==> config.mk <==
export PLATFORM = sky130hd
export DESIGN_NAME = uart_rx_line_buffer
export DESIGN_NICKNAME = d
export VERILOG_FILES = /design/src/rtl/uart_rx_line_buffer.sv
export SDC_FILE = /design/constraint.sdc
export NUM_CORES = 1
export LEC_CHECK = 0
export ABC_AREA = 1
export CAP_MARGIN = 10
export CORE_MARGIN = 2
export CORE_UTILIZATION = 51
export CTS_CLUSTER_SIZE = 28
export DETAILED_ROUTE_END_ITERATION = 7
export PLACE_DENSITY = 0.69
export REMOVE_ABC_BUFFERS = 1
export SLEW_MARGIN = 0
export SYNTH_ARGS = -nofsm -noshare
export SYNTH_HDL_FRONTEND = slang
export SYNTH_SLANG_ARGS = --single-unit
==> constraint.sdc <==
create_clock -name sys_clk -period 6.2 [get_ports sys_clk]
set_input_delay 0.62 -clock sys_clk [delete_from_list [all_inputs] [get_ports sys_clk]]
set_output_delay 0.62 -clock sys_clk [all_outputs]
set_load 0.02 [all_outputs]
==> src/rtl/uart_rx_line_buffer.sv <==
// UART receiver (5-8 data bits, none/even/odd parity, 1-2 stop bits) feeding a
// first-word-fall-through character FIFO with end-of-line tagging and a line counter.
module uart_rx_line_buffer #(
  parameter int         CLK_FREQ_HZ = 70_000_000,
  parameter int         BAUDRATE    = 1_000_000,
  parameter int         DATA_BITS   = 8,
  parameter int         PARITY      = 1,
  parameter int         STOP_BITS   = 1,
  parameter int         FIFO_DEPTH  = 16,
  parameter logic [7:0] EOL_CHAR    = 8'h0A
) (
  input  logic                             sys_clk,
  input  logic                             sys_rstn,
  input  logic                             uart_rxd,
  output logic [DATA_BITS-1:0]             m_data,
  output logic                             m_last,
  output logic                             m_valid,
  input  logic                             m_ready,
  output logic [$clog2(FIFO_DEPTH+1)-1:0]  fifo_level,
  output logic [15:0]                      line_cnt,
  output logic                             err_parity,
  output logic                             err_frame,
  output logic                             err_overflow,
  output logic                             busy
);

  localparam int DIV = CLK_FREQ_HZ / BAUDRATE;
  localparam int CW  = $clog2(DIV);
  localparam int AW  = $clog2(FIFO_DEPTH);
  localparam int LW  = $clog2(FIFO_DEPTH + 1);
  localparam int BW  = 3;
  localparam logic                 ODD_P = (PARITY == 2);
  localparam logic [DATA_BITS-1:0] EOL   = EOL_CHAR[DATA_BITS-1:0];

  generate
    if (DIV < 4) begin : g_div_check
      $error("uart_rx_line_buffer: CLK_FREQ_HZ/BAUDRATE must be at least 4");
    end
    if (DATA_BITS < 5 || DATA_BITS > 8) begin : g_bits_check
      $error("uart_rx_line_buffer: DATA_BITS must be 5..8");
    end
    if (PARITY < 0 || PARITY > 2) begin : g_par_check
      $error("uart_rx_line_buffer: PARITY must be 0, 1 or 2");
    end
    if (STOP_BITS < 1 || STOP_BITS > 2) begin : g_stop_check
      $error("uart_rx_line_buffer: STOP_BITS must be 1 or 2");
    end
    if (FIFO_DEPTH < 2 || (1 << AW) != FIFO_DEPTH) begin : g_depth_check
      $error("uart_rx_line_buffer: FIFO_DEPTH must be a power of two >= 2");
    end
  endgenerate

  typedef enum logic [2:0] {
    S_IDLE,
    S_START,
    S_DATA,
    S_PARITY,
    S_STOP,
    S_WAIT_IDLE
  } state_t;

  logic                 rx_meta;
  logic                 rxs;
  logic                 rxs_d;

  state_t               state_reg, state_next;
  logic [CW-1:0]        cnt_reg, cnt_next;
  logic [BW-1:0]        bit_reg, bit_next;
  logic [DATA_BITS-1:0] shift_reg, shift_next;
  logic                 par_err_reg, par_err_next;
  logic                 stop_bad_reg, stop_bad_next;
  logic                 push_reg, push_next;
  logic [DATA_BITS-1:0] char_reg, char_next;
  logic                 err_parity_reg, err_parity_next;
  logic                 err_frame_reg, err_frame_next;
  logic                 tick;

  assign tick = (cnt_reg == '0);

  always_comb begin
    state_next      = state_reg;
    cnt_next        = cnt_reg;
    bit_next        = bit_reg;
    shift_next      = shift_reg;
    par_err_next    = par_err_reg;
    stop_bad_next   = stop_bad_reg;
    push_next       = 1'b0;
    char_next       = char_reg;
    err_parity_next = 1'b0;
    err_frame_next  = 1'b0;

    case (state_reg)
      S_IDLE: begin
        if (rxs_d && !rxs) begin
          state_next = S_START;
          cnt_next   = CW'(DIV / 2 - 1);
        end
      end

      S_START: begin
        if (!tick) begin
          cnt_next = cnt_reg - 1'b1;
        end else if (rxs) begin
          err_frame_next = 1'b1;
          state_next     = S_IDLE;
        end else begin
          state_next    = S_DATA;
          cnt_next      = CW'(DIV - 1);
          bit_next      = '0;
          par_err_next  = 1'b0;
          stop_bad_next = 1'b0;
        end
      end

      S_DATA: begin
        if (!tick) begin
          cnt_next = cnt_reg - 1'b1;
        end else begin
          shift_next = {rxs, shift_reg[DATA_BITS-1:1]};
          cnt_next   = CW'(DIV - 1);
          if (bit_reg == BW'(DATA_BITS - 1)) begin
            bit_next   = '0;
            state_next = (PARITY != 0) ? S_PARITY : S_STOP;
          end else begin
            bit_next = bit_reg + 1'b1;
          end
        end
      end

      S_PARITY: begin
        if (!tick) begin
          cnt_next = cnt_reg - 1'b1;
        end else begin
          // Even: data^parity must be 0; odd: must be 1.
          par_err_next = (^shift_reg) ^ rxs ^ ODD_P;
          cnt_next     = CW'(DIV - 1);
          bit_next     = '0;
          state_next   = S_STOP;
        end
      end

      S_STOP: begin
        if (!tick) begin
          cnt_next = cnt_reg - 1'b1;
        end else if (bit_reg == BW'(STOP_BITS - 1)) begin
          if (stop_bad_reg || !rxs) begin
            err_frame_next = 1'b1;
            state_next     = S_WAIT_IDLE;
          end else if (par_err_reg) begin
            err_parity_next = 1'b1;
            state_next      = S_IDLE;
          end else begin
            push_next  = 1'b1;
            char_next  = shift_reg;
            state_next = S_IDLE;
          end
        end else begin
          stop_bad_next = stop_bad_reg | ~rxs;
          bit_next      = bit_reg + 1'b1;
          cnt_next      = CW'(DIV - 1);
        end
      end

      S_WAIT_IDLE: begin
        // A held-low break stays here, so it reports only one framing error.
        if (rxs) begin
          state_next = S_IDLE;
        end
      end

      default: begin
        state_next = S_IDLE;
      end
    endcase
  end

  always_ff @(posedge sys_clk or negedge sys_rstn) begin
    if (!sys_rstn) begin
      rx_meta        <= 1'b1;
      rxs            <= 1'b1;
      rxs_d          <= 1'b1;
      state_reg      <= S_IDLE;
      cnt_reg        <= '0;
      bit_reg        <= '0;
      shift_reg      <= '0;
      par_err_reg    <= 1'b0;
      stop_bad_reg   <= 1'b0;
      push_reg       <= 1'b0;
      char_reg       <= '0;
      err_parity_reg <= 1'b0;
      err_frame_reg  <= 1'b0;
    end else begin
      rx_meta        <= uart_rxd;
      rxs            <= rx_meta;
      rxs_d          <= rxs;
      state_reg      <= state_next;
      cnt_reg        <= cnt_next;
      bit_reg        <= bit_next;
      shift_reg      <= shift_next;
      par_err_reg    <= par_err_next;
      stop_bad_reg   <= stop_bad_next;
      push_reg       <= push_next;
      char_reg       <= char_next;
      err_parity_reg <= err_parity_next;
      err_frame_reg  <= err_frame_next;
    end
  end

  logic [DATA_BITS-1:0] mem [FIFO_DEPTH];
  logic [AW-1:0]        wr_ptr_reg;
  logic [AW-1:0]        rd_ptr_reg;
  logic [LW-1:0]        count_reg;
  logic [15:0]          line_cnt_reg;
  logic                 err_overflow_reg;
  logic                 fifo_full;
  logic                 fifo_empty;
  logic                 pop;
  logic                 push_ok;
  logic [DATA_BITS-1:0] head;

  assign fifo_full  = (count_reg == LW'(FIFO_DEPTH));
  assign fifo_empty = (count_reg == '0);
  assign pop        = !fifo_empty && m_ready;
  // A pop in the same cycle frees the slot, so a push into a full FIFO still lands.
  assign push_ok    = push_reg && (!fifo_full || pop);
  assign head       = mem[rd_ptr_reg];

  always_ff @(posedge sys_clk) begin
    if (push_ok) begin
      mem[wr_ptr_reg] <= char_reg;
    end
  end

  always_ff @(posedge sys_clk or negedge sys_rstn) begin
    if (!sys_rstn) begin
      wr_ptr_reg       <= '0;
      rd_ptr_reg       <= '0;
      count_reg        <= '0;
      line_cnt_reg     <= '0;
      err_overflow_reg <= 1'b0;
    end else begin
      if (push_ok) begin
        wr_ptr_reg <= wr_ptr_reg + 1'b1;
      end
      if (pop) begin
        rd_ptr_reg <= rd_ptr_reg + 1'b1;
      end
      count_reg <= count_reg + LW'(push_ok) - LW'(pop);
      if (push_ok && (char_reg == EOL)) begin
        line_cnt_reg <= line_cnt_reg + 16'd1;
      end
      err_overflow_reg <= push_reg && fifo_full && !pop;
    end
  end

  assign m_valid      = !fifo_empty;
  assign m_data       = fifo_empty ? '0 : head;
  assign m_last       = !fifo_empty && (head == EOL);
  assign fifo_level   = count_reg;
  assign line_cnt     = line_cnt_reg;
  assign err_parity   = err_parity_reg;
  assign err_frame    = err_frame_reg;
  assign err_overflow = err_overflow_reg;
  assign busy         = (state_reg != S_IDLE);

endmodule

Word level (Yosys, flattened, before mapping)
Memories as Yosys holds them, arrays and structs flattened.
Cells that the tools add are included.
Storage, ports and cells
  output and inout bits: 35
  bits in writable memories: 128
  register bits: 67
  logic and storage cells: 135
  bits of input ports: 4
  memories kept: 1
Cells by class
  mux-type cells: 52
  equality and inequality tests: 21
  bitwise logic cells: 5
  reduce and logical (&&, ||, !) cells: 31
  add/sub/neg operators: 7
Memory list
  mem: words 16, bits a word 8, rd ports 1, clocked after Yosys merged registers in 0, write ports 1, line 209  | logic [DATA_BITS-1:0] mem [FIFO_DEPTH];
Operators by type and width (number)
  $mux 3: 16
  $mux 7: 6
  $pmux 7 s4: 1
  $mux 1: 22
  $ne 2x2->1 const B: 10
  $pmux 3 s6: 1
  $add 16x1->16 const B: 1
  $eq 8x4->1 const B: 2
  $pmux 3 s4: 1
  $reduce_and 5->1: 2
  $eq 3x3->1 const B: 3
  $add 4x1->4 const B: 2
  $mux 8: 1
  $reduce_and 4->1: 2
  $reduce_and 8->1: 1
  $reduce_bool 4->1: 2
  $reduce_xor 8->1: 1
  $logic_and 1x1->1: 7
  $logic_not 7->1: 1
  $reduce_and 7->1: 1
  $sub 7x1->7 const B: 1
  $eq 3x2->1 const B: 2
  $logic_not 3->1: 2
  $ne 3x3->1 const B: 2
  17 further kinds: 26

Longest topological paths before layout
Gate-level depths: netlist (run 1).
  word-level depth: 7
  mapped depth: 15
  gate-level depth less buffers: 15

Worst setup path before layout (run 1)
OpenSTA, ideal clock, no wires.
  kind: register to output
  start: register count_reg[2], in the netlist fifo_level[2]
  end: output port m_last
  data required time: 5.580 ns
  cell stages (with the launch flop): 10
  data arrival time: 2.013 ns
  path buffers: 0
  slack: 3.567 ns
  cell sequence: dfrtp_1 inv_1 ha_1 nand2_1 nor2_1 nand2_1 inv_1 a21oi_1 nand3_1 nor2_1
Between the ends
  word-level cells in the longest chain between the ends: 3
RTL lines
  from (decl): line 212  | logic [LW-1:0] count_reg;
  from (signal assigned): line 248  | count_reg <= count_reg + LW'(push_ok) - LW'(pop);
  $logic_not 5->1: line 222  | assign fifo_empty = (count_reg == '0);
  $logic_not 1->1
  via m_valid: line 17  | output logic m_valid,
  $logic_and 1x1->1: line 258  | assign m_last = !fifo_empty && (head == EOL);
  to (decl): line 16  | output logic m_last,
The timed path passes the listed nets, and every way through them passes these cells.

Worst setup path after layout (run 1)
  start: register rd_ptr_reg[1]
  end: output port m_last
Between the ends
  word-level cells in the longest chain between the ends: 3
RTL lines
  from (decl): line 211  | logic [AW-1:0] rd_ptr_reg;
  from (signal assigned): line 246  | rd_ptr_reg <= rd_ptr_reg + 1'b1;
  $mem_v2 16x8
  $eq 8x4->1: line 258
  $logic_and 1x1->1: line 258
Every way passes these cells.

==> flow_summary.toml, run 1 <==
[die]
floorplan.die_area_sq_um = 18500
fp.coreArea_sq_um = 17200
rows = 48
die_height_um = 136
start_util_pct = 51.8
fp.dieW_um = 136
ios = 39

[placed_design]
gp_congestion = 0.879
dp_hpwl_um = 12000
port_buffers = 38

[route]
drc = 0
wl_per_cell_um = 16.2
routed_wl_um = 18800
vias = 6136
ant_nets = 0
firstDrtPassIters = 5
vias_per_cell = 5.30
drt_iter0_markers = 543

[synth]
ys.flop_type = "edfxtp_1"
synthArstFlopShare_pct = 34.4
syn-instance-count = 889
synth_area_leader_cell = "edfxtp_1"
netlist_area_sq_um = 8900
ys_ff_latch = 195
synth_cell_types = 38
synth.top_cell.area_share_pct = 43.2
yosys-top-cells-area = "edfxtp_1 (43%), dfrtp_1 (18%), nand2_1 (8.9%)"
yosys_warnings = 0
seq_area_frac_synth_pct = 62.1
avgSynthCellArea_sq_um = 10.0
synth_edf_count = 128

[timing]
finalMaxSlewViolations = 0
rsz0062_at_grt = "false"
finalSetupTns_ns = 0
hold_viol = 0
fmax_ghz = 0.249
finalCritPeriodShare_pct = 64.9
worst_pin_slew_ns = 1.12
period_needed_ns = 4.02
slew_headroom_pct = 25.1
setup_viol = 0
skew_ns = 0.0135

[pwr]
power_leakage_uw = 0.00432
p_per_area_nw_per_um2 = 408
p_clk_share_pct = 26.7
combPwrFrac_pct = 35.1
p_sw_uw = 1550
seq_power_share_pct = 38.1
swShare_pct = 37.9
peakVddDrop_uv = 275
intPower_uw = 2530

[global_route]
grt_max_degree = 72
grt_pass1_vias = 5805
grt_overflow = 0
grt_use_total_pct = 21.7
antenna_found_initial = 0
grt_pass1_wl_um = 30200

[clock_tree]
cts_max_level = 4
cts_hold_buf = 0
clk_root_buffer_cell = "clkbuf_16"
cts_resized = 0
cts_setup_buffers = 0
numCtsBuffers = 17
clk-insertion-delay-late_ns = 0.44
cts_buffer_depth = 2
clkTransAtPathRegs_ns = 0.07
cts_sinks = 195
tritoncts = "done"

[layout]
largest_reg_flops = 128
fill_cells = 1467
post-route-util_pct = 58.2
diodes = 0
fin_nets = 940
regArea_sq_um = 5530
syn_to_final_growth_pct = 12.4
multi_input_area_sq_um = 2820
layout-drive-gt1-share_pct = 7.40

[worst_setup_path]
cp.buffers_inverters = 3
cp_slowest_cell = "inv_1"
worstSetupEndpointType = "primary output"
critPathTopFamily = "buffers and inverters"
cp_cell_sequence = "buf_4 > inv_1 > nor2_1 > o21ai_0 > nand3_1 > nand3_1 > nand2_1 > nor2_1 > nand2_1 > nor2_1 > clkdlybuf4s50_1"
timing.critical_path.mode_cell = "nor2_1"
worst_ep_arrival_time_ns = 3.40
crit_path_max_fanout = 35
critical_path_class = "flop to primary output"
critPathLaunchType = "flop"
cpPeakStageDelay_ns = 0.86
cp_data_required_time_ns = 5.58

[run_status]
status = "completed"

[worst_hold_path]
hold_path.class = "input port to async pin"

[flow_run]
maxCapViolations = 0
==> power groups by stage <==
stage / Combinational (uW) / Clock (uW) / Sequential (uW)
4_1_cts: 1440 / 1110 / 1550
2_1_floorplan: 898 / 0 / 1640
6_report: 1430 / 1090 / 1550
3_5_place_dp: 1430 / 0 / 1580
5_1_grt: 1610 / 1160 / 1570
3_3_place_gp: 1410 / 0 / 1580
==> metrics by stage <==
stage	setup WS, ns	cell area, sq um	instances	hold slack [ns]	total power [uW]
6_report	2.18	10000	1157	0.277	4080
5_1_grt	1.85	10000	1157	0.349	4340
4_1_cts	2.16	10000	1157	0.326	4100
2_1_floorplan	2.62	8740	860	0.324	2540
3_3_place_gp	2.71	9420	1125	0.346	3000
3_5_place_dp	2.65	9420	1125	0.348	3020
==> synthesized netlist by cell type, types with 2 or more instances <==
| library cell | instances |
|---|---|
| nand2_1 | 212 |
| edfxtp_1 | 128 |
| inv_1 | 97 |
| nand3_1 | 88 |
| nor2_1 | 83 |
| dfrtp_1 | 64 |
| o21ai_0 | 50 |
| buf_2 | 20 |
| xor2_1 | 20 |
| a21oi_1 | 17 |
| ha_1 | 16 |
| xnor2_1 | 14 |
| nor3_1 | 11 |
| inv_2 | 7 |
| o211ai_1 | 7 |
| o21ai_2 | 7 |
| nor2_4 | 5 |
| clkbuf_1 | 4 |
| nand2_2 | 4 |
| nand4_1 | 4 |
| o21ai_1 | 4 |
| buf_4 | 3 |
| dfstp_2 | 3 |
| nor2_2 | 3 |
| clkinv_1 | 2 |
| nand2_4 | 2 |
| nor4_1 | 2 |
| o31ai_1 | 2 |
==> kinds of logic after synthesis <==
kind of cell	count (synthesis)	share of synthesized area, %
buffers and inverters	135	6.19
adders and majority gates	17	2.48
and+or+nand+nor	417	20.1
xor gates and xnor gates	34	3.35
DFF	195	62.1
AOI/OAI and AO/OA	91	5.82
==> worst register-to-register path: cells and delay by family (launching register included) <==
family | cells | cell delay (ns)
flops | 1 | 0.41
xor+xnor | 1 | 0.15
simple gates | 4 | 0.43
buf+inv | 4 | 0.30
compound gates | 2 | 0.32
fa+ha+maj | 4 | 0.97
==> path summary, 6_finish.rpt <==
path	start	to	slack, ns	cells after the start
hold / removal	sys_rstn	bit_reg[1]	0.28	1
setup reg to reg	fifo_level[3]	fifo_level[4]	3.50	15
setup / recovery	rd_ptr_reg[1]	m_last	2.18	11
hold reg to reg	rx_meta	rxs	0.36	0
min in group sys_clk	rx_meta	rxs	0.36	0
max in group asynchronous	sys_rstn	rd_ptr_reg[0]	5.33	1
==> routing by layer <==
layer / global-route usage, % / vias up / routed length, um / part of all wire, %
met1: 28.9 / 2954 / 8340 / 44
met4: 7.29 / 0 / 316 / 1.7
met3: 3.65 / 23 / 832 / 4.4
met2: 36.3 / 170 / 9290 / 49
li1: - / 2989 / - / -
met5: 0 / - / 0 / 0
==> cells in the final DEF (no fill, tap or decap), types with 20 or more instances in the layout <==
cell type / synthesis / final
nand2_1: 212 / 212
edfxtp_1: 128 / 128
inv_1: 97 / 97
nand3_1: 88 / 88
nor2_1: 83 / 83
dfrtp_1: 64 / 63
o21ai_0: 50 / 50
clkdlybuf4s50_1: 0 / 37
xor2_1: 20 / 20
==> layout make-up <==
class	instances	share of cell area [%]
sequential	195	55.2
multi-input combinational	559	28.2
clock buffer	17	4.25
inverter	106	3.98
timing repair buffer	40	3.93
tap	225	2.81
clock inverter	15	1.58
Note: power is estimated with default switching activity, not from simulation.
==> inputs of run 2 (changes only) <==
Settings changed: PLACE_DENSITY 0.69 to 0.72.
Clock period 6.2 ns to 3.4 ns, I/O delays scaled along.
==> run 2 against run 1 <==
Setup slack worse by 1.9 ns. Final cell count is 1.1% higher. Hold slack better by 0.028 ns. Clock power increased by 76%. Sequential share of layout area decreased by 0.59 points. Critical path depth is the same. Routed wire length up 1.4%. Die area stayed put. Sequential power rose by 81%. Highest routed layer unchanged. First-iteration DRC count grew 0.18%. Non-clock buffer count rose by 13.
==> flow_summary.toml, run 2 (same netlist as run 1, synthesis figures left out) <==
[timing]
skew_ns = 0.0112
slew_headroom_pct = 43.7
finalSetupTns_ns = 0
finalCritPeriodShare_pct = 90.6
period_needed_ns = 3.08
fmax_ghz = 0.324
finalWorstSetupSlack_ns = 0.318
setup_viol = 0
worst_pin_slew_ns = 0.841
hold_viol = 0
finalMaxSlewViolations = 0
rsz0062_at_grt = "false"

[worst_setup_path]
reg2regPathDepth = 15
r2r-start = "fifo_level[2]"
r2r_end = "fifo_level[4]"
r2r_slack_ns = 0.84
cp_data_required_time_ns = 3.06
critPathTopFamily = "buffers and inverters"
crit_path_max_fanout = 58
cp_slowest_cell = "clkdlybuf4s50_1"
crit_cells = 11
cp.buffers_inverters = 3
cpPeakStageDelay_ns = 0.61
critPathLaunchType = "flop"
worstSetupEndpointType = "primary output"
cp_cell_sequence = "inv_2 > buf_12 > nand2_1 > nand3_1 > nand3_1 > nand2_1 > nand2_1 > a21oi_1 > nand3_1 > nor2_1 > clkdlybuf4s50_1"
worst_ep_arrival_time_ns = 2.74
critical_path_class = "flop to primary output"

[pwr]
power_leakage_uw = 0.00438
seq_power_share_pct = 37.5
intPower_uw = 4670
peakVddDrop_uv = 556
combPwrFrac_pct = 36.8
p_sw_uw = 2820
p_per_area_nw_per_um2 = 741
swShare_pct = 37.7
p_clk_share_pct = 25.6

[clock_tree]
cts_setup_buffers = 0
numCtsBuffers = 17
cts_resized = 0
cts_hold_buf = 1
cts_max_level = 4
clk_root_buffer_cell = "clkbuf_16"
cts_buffer_depth = 2
tritoncts = "done"
cts_sinks = 195
clkTransAtPathRegs_ns = 0.07
clk-insertion-delay-late_ns = 0.43

[layout]
final_common_cell = "nand2_1"
layout.cells.non_filler = 1170
largest_reg_flops = 128
syn_to_final_growth_pct = 13.7
diodes = 0
layout_common_cells = "nand2_1 (212), edfxtp_1 (128), inv_1 (97), nand3_1 (88), nor2_1 (83)"
layout-drive-gt1-share_pct = 8.25
fin_nets = 953
final_area_sq_um = 10100
fill_cells = 1458

[route]
routed_wl_um = 19000
wl_per_cell_um = 16.3
ant_nets = 0
drt_iter0_markers = 544
drc = 0
vias_per_cell = 5.29
firstDrtPassIters = 5
vias = 6188

[global_route]
grt_pass1_wl_um = 31000
grt_use_total_pct = 22.1
antenna_found_initial = 0
grt_max_degree = 59
grt_overflow = 0
grt_pass1_vias = 6081

[worst_hold_path]
hold_path_end = "rx_meta"
hold_start = "uart_rxd"
hold_depth = 1
hold_path.class = "input port to flop"

[die]
fp.dieW_um = 136
rows = 48
die_height_um = 136
start_util_pct = 51.8
floorplan.die_area_sq_um = 18500
fp.coreArea_sq_um = 17200
ios = 39

[placed_design]
dpl.cell_count = 1137
dp_slack_ns = 0.807
port_buffers = 38
gp_congestion = 0.894
dpl-instance-area_sq_um = 9550
dp_hpwl_um = 12200

[run_status]
status = "completed"

[flow_run]
maxCapViolations = 0
[run 2: cell types whose count changed in the layout (fill, tap and decap cells not counted), moves of 2 or more]
cell / delta
buf_12: +3
buf_4: +8
clkinv_1: +2
clkinv_4: +2
inv_8: -5
[run 2: layer usage]
| layer | wire length (um) | GRT usage, % | share of wire [%] |
|---|---|---|---|
| met3 | 967 | 3.50 | 5.1 |
| met2 | 9320 | 36.6 | 49 |
| met4 | 453 | 8.74 | 2.4 |
| met1 | 8310 | 29.4 | 44 |
| met5 | 0 | 0 | 0 |
[run 2: power groups by stage]
stage	registers [uW]	clock network (uW)	logic [uW]
final	2810	1920	2760
after global routing	2830	2040	3060
after CTS	2810	1940	2760
after detailed placement	2860	0	2740
after global placement	2860	0	2700
after floorplan	2990	0	1640
[run 2: worst reg2reg max path: cells and delay by family (launching register included)]
family	cells	cell delay, ns
xor+xnor	1	0.14
simple gates	4	0.35
fa+ha+maj	4	0.97
buf+inv	4	0.30
compound gates	2	0.29
flops	1	0.40
[run 2: through the flow]
| step | util (%) | hold WS, ns | total power (uW) |
|---|---|---|---|
| 6_report | 58.9 | 0.306 | 7490 |
| 5_1_grt | 58.9 | 0.300 | 7940 |
| 4_1_cts | 58.9 | 0.296 | 7510 |
| 3_5_place_dp | 55.6 | 0.352 | 5600 |
| 3_3_place_gp | 55.6 | 0.355 | 5560 |
| 2_1_floorplan | - | 0.0444 | 4630 |
[run 2: cell type report]
type	count	area (sq um)	area share [%]
Sequential cell	195	5530	54.6
Multi-Input combinational cell	559	2820	27.9
Timing Repair Buffer	53	528	5.22
Clock buffer	18	429	4.24
Inverter	106	398	3.93
Tap cell	225	282	2.78
Clock inverter	14	128	1.26
[run 2: how the worst max path moves through the flow]
stage	start	endpoint	slack, ns
after detailed placement	m_ready	fifo_level[4]	0.81
after global placement	m_ready	fifo_level[4]	0.84
after CTS	rd_ptr_reg[1]	m_last	0.36
after global routing	rd_ptr_reg[0]	m_data[1]	0.16
after floorplan	rd_ptr_reg[0]	m_last	0.1
final	rd_ptr_reg[0]	m_last	0.32
